<file path="config.mk">
export PLATFORM = sky130hd
export DESIGN_NAME = mc_ctrl_flat
export DESIGN_NICKNAME = d
export VERILOG_FILES = /design/src/rtl/mc_ctrl_if.sv /design/src/rtl/mc_ctrl.sv /design/src/flat_wrapper.sv
export SDC_FILE = /design/constraint.sdc
export NUM_CORES = 1
export LEC_CHECK = 0
export CAP_MARGIN = 40
export CORE_MARGIN = 2
export CORE_UTILIZATION = 46
export CTS_BUF_LIST = sky130_fd_sc_hd__clkbuf_16
export DETAILED_ROUTE_END_ITERATION = 10
export PLACE_DENSITY = 0.86
export SLEW_MARGIN = 20
export SYNTH_ARGS = -nofsm -noshare
export SYNTH_HDL_FRONTEND = slang
export SYNTH_SLANG_ARGS = --single-unit
</file>
<file path="constraint.sdc">
create_clock -name clk -period 2.33 [get_ports clk]
set_input_delay 0.466 -clock clk [delete_from_list [all_inputs] [get_ports clk]]
set_output_delay 0.466 -clock clk [all_outputs]
set_load 0.005 [all_outputs]
</file>
<file path="src/rtl/mc_ctrl_if.sv">
// Control bus between the multi-cycle sequencer and the alu/gpr/dm/npc datapath.
// The master side is the controller; the slave side is the datapath.
interface mc_ctrl_if;
    logic [31:0] instr;
    logic        alu_zero;
    logic        dm_ready;
    logic        pc_wr;
    logic        ir_wr;
    logic [1:0]  npc_sel;
    logic        reg_dst;
    logic        reg_wr;
    logic        mem_to_reg;
    logic        alu_src;
    logic        ext_op;
    logic [3:0]  alu_ctl;
    logic        dm_rd;
    logic        dm_wr;

    modport master (
        input  instr, alu_zero, dm_ready,
        output pc_wr, ir_wr, npc_sel, reg_dst, reg_wr, mem_to_reg,
               alu_src, ext_op, alu_ctl, dm_rd, dm_wr
    );

    modport slave (
        output instr, alu_zero, dm_ready,
        input  pc_wr, ir_wr, npc_sel, reg_dst, reg_wr, mem_to_reg,
               alu_src, ext_op, alu_ctl, dm_rd, dm_wr
    );
endinterface

</file>
<file path="src/rtl/mc_ctrl.sv">
// Multi-cycle control sequencer for the addu/subu/ori/lui/sw/lw/beq/j datapath,
// with dm ready/timeout handshake, halt reporting and a retired-instruction counter.
module mc_ctrl #(
    parameter int unsigned MEM_TIMEOUT = 15
) (
    input  logic            clk,
    input  logic            rst,
    mc_ctrl_if.master       bus,
    output logic [2:0]      state,
    output logic            halted,
    output logic            illegal,
    output logic            bus_err,
    output logic [31:0]     instr_cnt
);

    typedef enum logic [2:0] {
        IDLE   = 3'd0,
        FETCH  = 3'd1,
        DECODE = 3'd2,
        EXE    = 3'd3,
        MEM    = 3'd4,
        WB     = 3'd5,
        HALT   = 3'd6
    } state_t;

    localparam int unsigned CW = (MEM_TIMEOUT > 1) ? $clog2(MEM_TIMEOUT) : 1;

    state_t        cur, nxt;
    logic [CW-1:0] wait_cnt;
    logic          timeout;

    logic [5:0] op, funct;
    logic is_r, is_addu, is_subu, is_ori, is_lui, is_lw, is_sw, is_beq, is_j, legal;
    logic unused_instr;

    assign op    = bus.instr[31:26];
    assign funct = bus.instr[5:0];
    assign unused_instr = ^bus.instr[25:6];

    assign is_r    = (op == 6'b000000);
    assign is_addu = is_r && (funct == 6'b100001);
    assign is_subu = is_r && (funct == 6'b100011);
    assign is_ori  = (op == 6'b001101);
    assign is_lui  = (op == 6'b001111);
    assign is_lw   = (op == 6'b100011);
    assign is_sw   = (op == 6'b101011);
    assign is_beq  = (op == 6'b000100);
    assign is_j    = (op == 6'b000010);
    assign legal   = is_addu | is_subu | is_ori | is_lui | is_lw | is_sw | is_beq | is_j;

    assign timeout = (wait_cnt == CW'(MEM_TIMEOUT - 1));
    assign state   = cur;
    assign halted  = (cur == HALT);

    always_ff @(posedge clk or negedge rst) begin
        if (!rst) begin
            cur       <= IDLE;
            wait_cnt  <= '0;
            illegal   <= 1'b0;
            bus_err   <= 1'b0;
            instr_cnt <= '0;
        end else begin
            cur <= nxt;
            if (cur != MEM)
                wait_cnt <= '0;
            else if (!bus.dm_ready)
                wait_cnt <= wait_cnt + CW'(1);
            if (cur == DECODE && nxt == HALT)
                illegal <= 1'b1;
            if (cur == MEM && nxt == HALT)
                bus_err <= 1'b1;
            // IDLE->FETCH is the only entry into FETCH that retires nothing
            if (nxt == FETCH && cur != IDLE)
                instr_cnt <= instr_cnt + 32'd1;
        end
    end

    always_comb begin
        nxt            = cur;
        bus.pc_wr      = 1'b0;
        bus.ir_wr      = 1'b0;
        bus.npc_sel    = 2'b00;
        bus.reg_dst    = 1'b0;
        bus.reg_wr     = 1'b0;
        bus.mem_to_reg = 1'b0;
        bus.alu_src    = 1'b0;
        bus.ext_op     = 1'b0;
        bus.alu_ctl    = 4'b0000;
        bus.dm_rd      = 1'b0;
        bus.dm_wr      = 1'b0;

        // ALU controls stay valid through MEM and WB: there is no ALUOut register
        if (cur == EXE || cur == MEM || cur == WB) begin
            if (is_addu || is_lw || is_sw)
                bus.alu_ctl = 4'b0010;
            else if (is_subu || is_beq)
                bus.alu_ctl = 4'b0110;
            else if (is_ori)
                bus.alu_ctl = 4'b0001;
            else if (is_lui)
                bus.alu_ctl = 4'b1000;
            bus.alu_src = is_ori | is_lui | is_lw | is_sw;
            bus.ext_op  = is_lw | is_sw | is_beq;
        end

        case (cur)
            IDLE: nxt = FETCH;
            FETCH: begin
                bus.ir_wr = 1'b1;
                bus.pc_wr = 1'b1;
                nxt       = DECODE;
            end
            DECODE: begin
                if (is_j) begin
                    bus.pc_wr   = 1'b1;
                    bus.npc_sel = 2'b10;
                    nxt         = FETCH;
                end else if (!legal) begin
                    nxt = HALT;
                end else begin
                    nxt = EXE;
                end
            end
            EXE: begin
                if (is_beq) begin
                    bus.npc_sel = 2'b01;
                    bus.pc_wr   = bus.alu_zero;
                    nxt         = FETCH;
                end else if (is_lw || is_sw) begin
                    nxt = MEM;
                end else begin
                    nxt = WB;
                end
            end
            MEM: begin
                bus.dm_rd = is_lw;
                bus.dm_wr = is_sw;
                if (bus.dm_ready)
                    nxt = is_lw ? WB : FETCH;
                else if (timeout)
                    nxt = HALT;
            end
            WB: begin
                bus.reg_wr     = 1'b1;
                bus.reg_dst    = is_r;
                bus.mem_to_reg = is_lw;
                nxt            = FETCH;
            end
            HALT: nxt = HALT;
            default: nxt = IDLE;
        endcase
    end

endmodule

</file>
<file path="src/flat_wrapper.sv">
// flat-port wrapper written by rule: the top's interface ports become plain ports
module mc_ctrl_flat 
#(
    parameter int unsigned MEM_TIMEOUT = 15
)
  (clk, rst, state, halted, illegal, bus_err, instr_cnt, bus_instr, bus_alu_zero, bus_dm_ready, bus_pc_wr, bus_ir_wr, bus_npc_sel, bus_reg_dst, bus_reg_wr, bus_mem_to_reg, bus_alu_src, bus_ext_op, bus_alu_ctl, bus_dm_rd, bus_dm_wr);
  mc_ctrl_if bus_i ();
  input  logic clk;
  input  logic rst;
  output logic [2:0] state;
  output logic halted;
  output logic illegal;
  output logic bus_err;
  output logic [31:0] instr_cnt;
  input wire logic [$bits(bus_i.instr)-1:0] bus_instr;
  input wire logic [$bits(bus_i.alu_zero)-1:0] bus_alu_zero;
  input wire logic [$bits(bus_i.dm_ready)-1:0] bus_dm_ready;
  output wire logic [$bits(bus_i.pc_wr)-1:0] bus_pc_wr;
  output wire logic [$bits(bus_i.ir_wr)-1:0] bus_ir_wr;
  output wire logic [$bits(bus_i.npc_sel)-1:0] bus_npc_sel;
  output wire logic [$bits(bus_i.reg_dst)-1:0] bus_reg_dst;
  output wire logic [$bits(bus_i.reg_wr)-1:0] bus_reg_wr;
  output wire logic [$bits(bus_i.mem_to_reg)-1:0] bus_mem_to_reg;
  output wire logic [$bits(bus_i.alu_src)-1:0] bus_alu_src;
  output wire logic [$bits(bus_i.ext_op)-1:0] bus_ext_op;
  output wire logic [$bits(bus_i.alu_ctl)-1:0] bus_alu_ctl;
  output wire logic [$bits(bus_i.dm_rd)-1:0] bus_dm_rd;
  output wire logic [$bits(bus_i.dm_wr)-1:0] bus_dm_wr;
  assign bus_i.instr = bus_instr;
  assign bus_i.alu_zero = bus_alu_zero;
  assign bus_i.dm_ready = bus_dm_ready;
  assign bus_pc_wr = bus_i.pc_wr;
  assign bus_ir_wr = bus_i.ir_wr;
  assign bus_npc_sel = bus_i.npc_sel;
  assign bus_reg_dst = bus_i.reg_dst;
  assign bus_reg_wr = bus_i.reg_wr;
  assign bus_mem_to_reg = bus_i.mem_to_reg;
  assign bus_alu_src = bus_i.alu_src;
  assign bus_ext_op = bus_i.ext_op;
  assign bus_alu_ctl = bus_i.alu_ctl;
  assign bus_dm_rd = bus_i.dm_rd;
  assign bus_dm_wr = bus_i.dm_wr;
  mc_ctrl #(.MEM_TIMEOUT(MEM_TIMEOUT)) u_core (.clk(clk), .rst(rst), .bus(bus_i), .state(state), .halted(halted), .illegal(illegal), .bus_err(bus_err), .instr_cnt(instr_cnt));
endmodule
</file>
# --- Yosys cells after proc, flatten, opt, wreduce, memory -nomap -nowiden ---
# Index checks and enable logic that the tools add are counted.
op_classes:
  n_eq_ne: 19
  n_addsub: 2
  mux: 29
  n_reduce_logical: 15
  n_bitwise: 12
ops:
  columns: ["operator", "count"]
  rows:
  - ["$add A32 B1 Y32 const B", 1]
  - ["$mux W4", 7]
  - ["$eq A6 B6 Y1 const B", 4]
  - ["$mux W3", 6]
  - ["$pmux W3 S6", 1]
  - ["$eq A3 B3 Y1 const B", 4]
  - ["$eq A6 B4 Y1 const B", 2]
  - ["$mux W1", 12]
  - ["$or A1 B1 Y1", 12]
  - ["$eq A3 B1 Y1 const B", 2]
  - ["$eq A3 B2 Y1 const B", 2]
  - ["$eq A6 B2 Y1 const B", 1]
  - ["$eq A6 B3 Y1 const B", 1]
  - ["$logic_not A6 Y1", 1]
  - ["$logic_or A1 B1 Y1", 6]
  - ["$logic_and A1 B1 Y1", 5]
  - ["$add A4 B1 Y4 const B", 1]
  - ["$eq A4 B4 Y1 const B", 1]
  - ["$pmux W2 S2", 1]
  - ["$logic_not A3 Y1", 1]
  - ["$ne A3 B3 Y1 const B", 1]
  - ["$pmux W1 S3", 1]
  - ["$reduce_bool A3 Y1", 1]
  - ["$mux W2", 1]
  - ["other kinds (2)", 2]
totals:
  output_inout_bits: 53
  inputBits: 36
  elab_cells: 82
  ff_bits: 41

# --- Depth between registers and ports, before layout ---
depth:
  ltp_word: 14
  mapped_depth: 8
  depth_no_buf: 7

# --- Worst setup path after synthesis ---
# Ideal clock, no wire load.
synth_timing:
  path_kind: "input to output"
  from: "input bus_instr[27]"
  to: "output bus_pc_wr"
  path_stages: 4
  path_buffers: 0
  slack_ps: 118
  required_ps: 1864
  arrival_time_ps: 1746
  cell_sequence: "or4b_4 -> or3_2 -> nor2_1 -> a211o_1"
synth_between:
  elab_chain_len: 3
  elab_cells_between_ends: 5
  cone_classes: "eq/ne (2); mux (3)"
synth_rtl:
  columns: ["item", "line", "rtl"]
  rows:
  - ["start: declaration", "flat_wrapper.sv:15", "input wire logic [$bits(bus_i.instr)-1:0] bus_instr;"]
  - ["$eq A6 B3 Y1 or $eq A6 B2 Y1 (tied branches)", "mc_ctrl.sv:47, mc_ctrl.sv:48", null]
  - ["$mux W1 (on tied branches)", "mc_ctrl.sv:125, mc_ctrl.sv:114", null]
  - ["$pmux W1 S3 *", "mc_ctrl.sv:106", "case (cur)"]
  - ["end: declaration", "flat_wrapper.sv:18", "output wire logic [$bits(bus_i.pc_wr)-1:0] bus_pc_wr;"]
# Mark *: on every way between the ends. The rest lies on a longest branch, timed or not.

# --- Worst setup path in the final report ---
layout_timing:
  from: "input bus_instr[27]"
  to: "register u_core.instr_cnt[23]"
layout_between:
  elab_chain_len: 14
  elab_cells_between_ends: 26
  cone_classes: "eq/ne (7); mux (7); bitwise (7); reduce/logical (5)"
layout_rtl:
  columns: ["item", "line", "rtl"]
  rows:
  - ["$logic_not A6 Y1", "mc_ctrl.sv:40", "assign is_r = (op == 6'b000000);"]
  - ["$logic_and A1 B1 Y1 (on tied branches)", "mc_ctrl.sv:41, mc_ctrl.sv:42", null]
  - ["$or A1 B1 Y1 (7 in a row)", "mc_ctrl.sv:49", "assign legal = is_addu | is_subu | is_ori | is_lui | is_lw | is_sw | is_beq | is_j;"]
  - ["$mux W3", "mc_ctrl.sv:118", "end else if (!legal) begin"]
  - ["$mux W3", "mc_ctrl.sv:114", "if (is_j) begin"]
  - ["$pmux W3 S6 *", "mc_ctrl.sv:106", null]
  - ["$eq A3 B1 Y1 *", "mc_ctrl.sv:73", "if (nxt == FETCH && cur != IDLE)"]
  - ["$logic_and A1 B1 Y1 *", "mc_ctrl.sv:73", null]
  - ["end signal: assignment", "mc_ctrl.sv:74", "instr_cnt <= instr_cnt + 32'd1;"]
  - ["end: declaration", "mc_ctrl.sv:13", "output logic [31:0] instr_cnt"]
# Marked as above.
# A chain may end at the register's enable or synchronous reset.

==> impl_metrics.env <==
export IMPL_final_hold_viol_count=0
export IMPL_clk_latency_ns=0.28
export IMPL_cts_made_buffers=5
export IMPL_cts_tree="done"
export IMPL_setup_viol=1
export IMPL_rsz0062_at_grt="yes"
export IMPL_synth_edff_count=0
export IMPL_synthToLayoutAreaGrowth_pct=62.1
export IMPL_mostFrequentLayoutCell="buf_4"
export IMPL_synth_compound_area_frac=0.0652
export IMPL_worstSetupPathType="in2reg"
export IMPL_drt_pre_antenna_iters=4
export IMPL_antenna_cells=0
export IMPL_synth_seq_cells=41
export IMPL_relSlewSlack=0.553
export IMPL_cts_hold_buf=0
export IMPL_num_vias=2475
export IMPL_p_per_area_nw_per_um2=951
export IMPL_r2r_start="u_core.state[0]"
export IMPL_cp_arrival_ns=2.56
export IMPL_clock_path_buffers=2
export IMPL_ys_flop_type="dfrtp_1"
export IMPL_layout_common_cells="46 x buf_4, 44 x clkdlybuf4s50_1, 39 x dfrtp_1, 32 x xor2_1, 17 x nand2_1"
export IMPL_synth_top_area_frac=0.399
export IMPL_synth_cell_area_um2=2570
export IMPL_synth_nets=281
export IMPL_io_buffer_count=68
export IMPL_hold_class="in2async"
export IMPL_finalClockSkew_ns=0.00483
export IMPL_ys_warn_count=0
export IMPL_layout_drive_gt1_share=0.367
export IMPL_r2r_end="u_core.instr_cnt[30]"
export IMPL_syn_inst=242
export IMPL_synth_top_family_by_area="simple AND/OR/NAND/NOR gates"
export IMPL_cap_violations=0
export IMPL_synth_seq_area_share=0.399
export IMPL_synth_fa_ha_area_frac=0.0146
export IMPL_grt_max_degree=42
export IMPL_dieArea_um2=6200
export IMPL_drcViolationCount=0
export IMPL_min_period_ns=2.36
export IMPL_status="finished with violations"
export IMPL_drv_slew=0
export IMPL_regArea_um2=1030
export IMPL_multi_input_area_um2=1710
export IMPL_h_tree_depth=2
export IMPL_coreArea_um2=5440
export IMPL_cts_sinks=41
export IMPL_leakage_nw=1.89
export IMPL_holdWs_ns=0.251
export IMPL_cp_max_fo=9
export IMPL_hpwlAfterDp_um=4950
export IMPL_start_util=0.473
export IMPL_finalCritPeriodShare=1.01
export IMPL_cp_start_kind="input port"
export IMPL_cts_root_buf="clkbuf_16"
export IMPL_ir_drop_v=0.000678
export IMPL_yosys_mux_area_fraction=0.00438
export IMPL_drtIter0Drc=180
export IMPL_required_ns=2.53
export IMPL_setup_tns_ns=-0.0277
export IMPL_setup_ws_ns=-0.0277
export IMPL_grt_overflow=0
export IMPL_routed_wirelength_um=8480
export IMPL_gp_congestion=0.817
export IMPL_grt_pass1_vias=2426
export IMPL_synth_simple_area_share=0.354
export IMPL_synth_top_area_cell="dfrtp_1"
export IMPL_avgSynthCellArea_um2=10.6
export IMPL_grt_antenna_before_repair=0
export IMPL_grt_pass1_wl_um=12500
export IMPL_endpoint_kind="flop"
export IMPL_startpoint="bus_instr[27]"
export IMPL_synth_cell_types=46
export IMPL_row_count=27
export IMPL_tightestPinTransition_ns=0.670
export IMPL_io_pins=89
export IMPL_async_flop_share=1.00
export IMPL_dp_cells=414
export IMPL_synth_area_leaders="dfrtp_1 40%, nor4_2 13%, xor2_1 11%, nand2_1 2.8%, nor2_1 2.0%"
export IMPL_finalNonFillerCells=434
export IMPL_fmaxAchievable_ghz=0.424
export IMPL_die_w_um=78.8
export IMPL_postRouteAntennaNets=0
export IMPL_r2r_setup_slack_ns=0.09
export IMPL_synth_xor_area_frac=0.119
export IMPL_final_nets=400
export IMPL_path_clk_slew_ns=0.06
export IMPL_die_height_um=78.8
export IMPL_wire_per_inst_um=19.5
export IMPL_drt_vias_per_instance=5.70
export IMPL_fillers=329
export IMPL_violations="setup timing"
export IMPL_r2r_cells=7
export IMPL_track_usage=0.253
==> Yosys cell counts (2+ instances only) <==
cell and number:
a21oi_1 5, and3_1 4, and4_1 6, buf_2 6
buf_6 3, dfrtp_1 41, ha_1 3, inv_1 8
nand2_1 19, nand2b_1 4, nand3_1 9, nand4_1 6
nand4b_1 2, nor2_1 14, nor2b_1 4, nor3_1 10
nor4_1 3, nor4_2 27, nor4b_2 2, o211ai_2 2
o21bai_1 2, or2_2 3, or3_1 3, xnor2_1 3
xor2_1 32
==> metrics by stage <==
step	total power, mW	setup WS (ns)	cell area (um^2)	util
2_1_floorplan	1.88	0.118	2570	-
3_3_place_gp	2.73	-0.798	3660	0.673
3_5_place_dp	2.78	-0.840	3660	0.673
4_1_cts	3.58	0.00183	3930	0.723
5_1_grt	4.13	-0.0850	4170	0.767
6_report	3.96	-0.0277	4170	0.767
==> layer usage <==
layer	vias up	share of wire	track usage
met5	-	0	0
met4	0	0.018	0.0579
met3	15	0.044	0.0409
met2	93	0.53	0.445
met1	1239	0.41	0.327
li1	1128	-	-
==> critical path, cell delays in order <==
cell      delay, ns
buf_6          0.09
or4b_4         0.54
buf_6          0.14
buf_4          0.13
o211ai_4       0.17
o311ai_4       0.16
buf_12         0.18
buf_12         0.15
nor4_2         0.34
xor2_1         0.19
==> cells by family (layout without fill, tap and decap cells) <==
family / count (synthesis) / in the layout
flip-flops: 41 / 41
AND/OR/NAND/NOR: 125 / 125
adder cells (fa/ha/maj): 3 / 3
multiplexers: 1 / 1
AO/OA/AOI/OAI: 18 / 18
XOR/XNOR: 35 / 35
buffers and inverters: 19 / 139
==> timing repair <==
item,CTS,global route
cloned,0,1
resized for setup,66,31
buffers inserted,9,2
pin swaps,15,27
setup endpoints to repair,46,25
==> final cells by class <==
type / count / share of cell area
clock buffers: 5 / 0.0300
clock inverters: 3 / 0.00900
inverters: 8 / 0.00720
multi-input cells: 182 / 0.411
flip-flops and latches: 41 / 0.247
well taps: 72 / 0.0216
repair buffers: 123 / 0.275
==> worst max path at each step <==
stage / to
2_1_floorplan: bus_pc_wr
3_3_place_gp: bus_pc_wr
3_5_place_dp: bus_pc_wr
4_1_cts: u_core.instr_cnt[27]
5_1_grt: u_core.instr_cnt[23]
6_report: u_core.instr_cnt[23]
==> report_power, final <==
group	total [mW]	switching (mW)	internal, mW
combinational	2.26	1.26	1.00
clock	0.776	0.279	0.498
sequential	0.927	0.132	0.795
==> flip-flops by register name, summed over array words and instances, names as in the netlist <==
signal            cells
u_core.instr_cnt     32
u_core.wait_cnt       4
u_core.bus_err        1
u_core.illegal        1
u_core.state          3
Note: power is estimated with default switching activity, not from simulation.
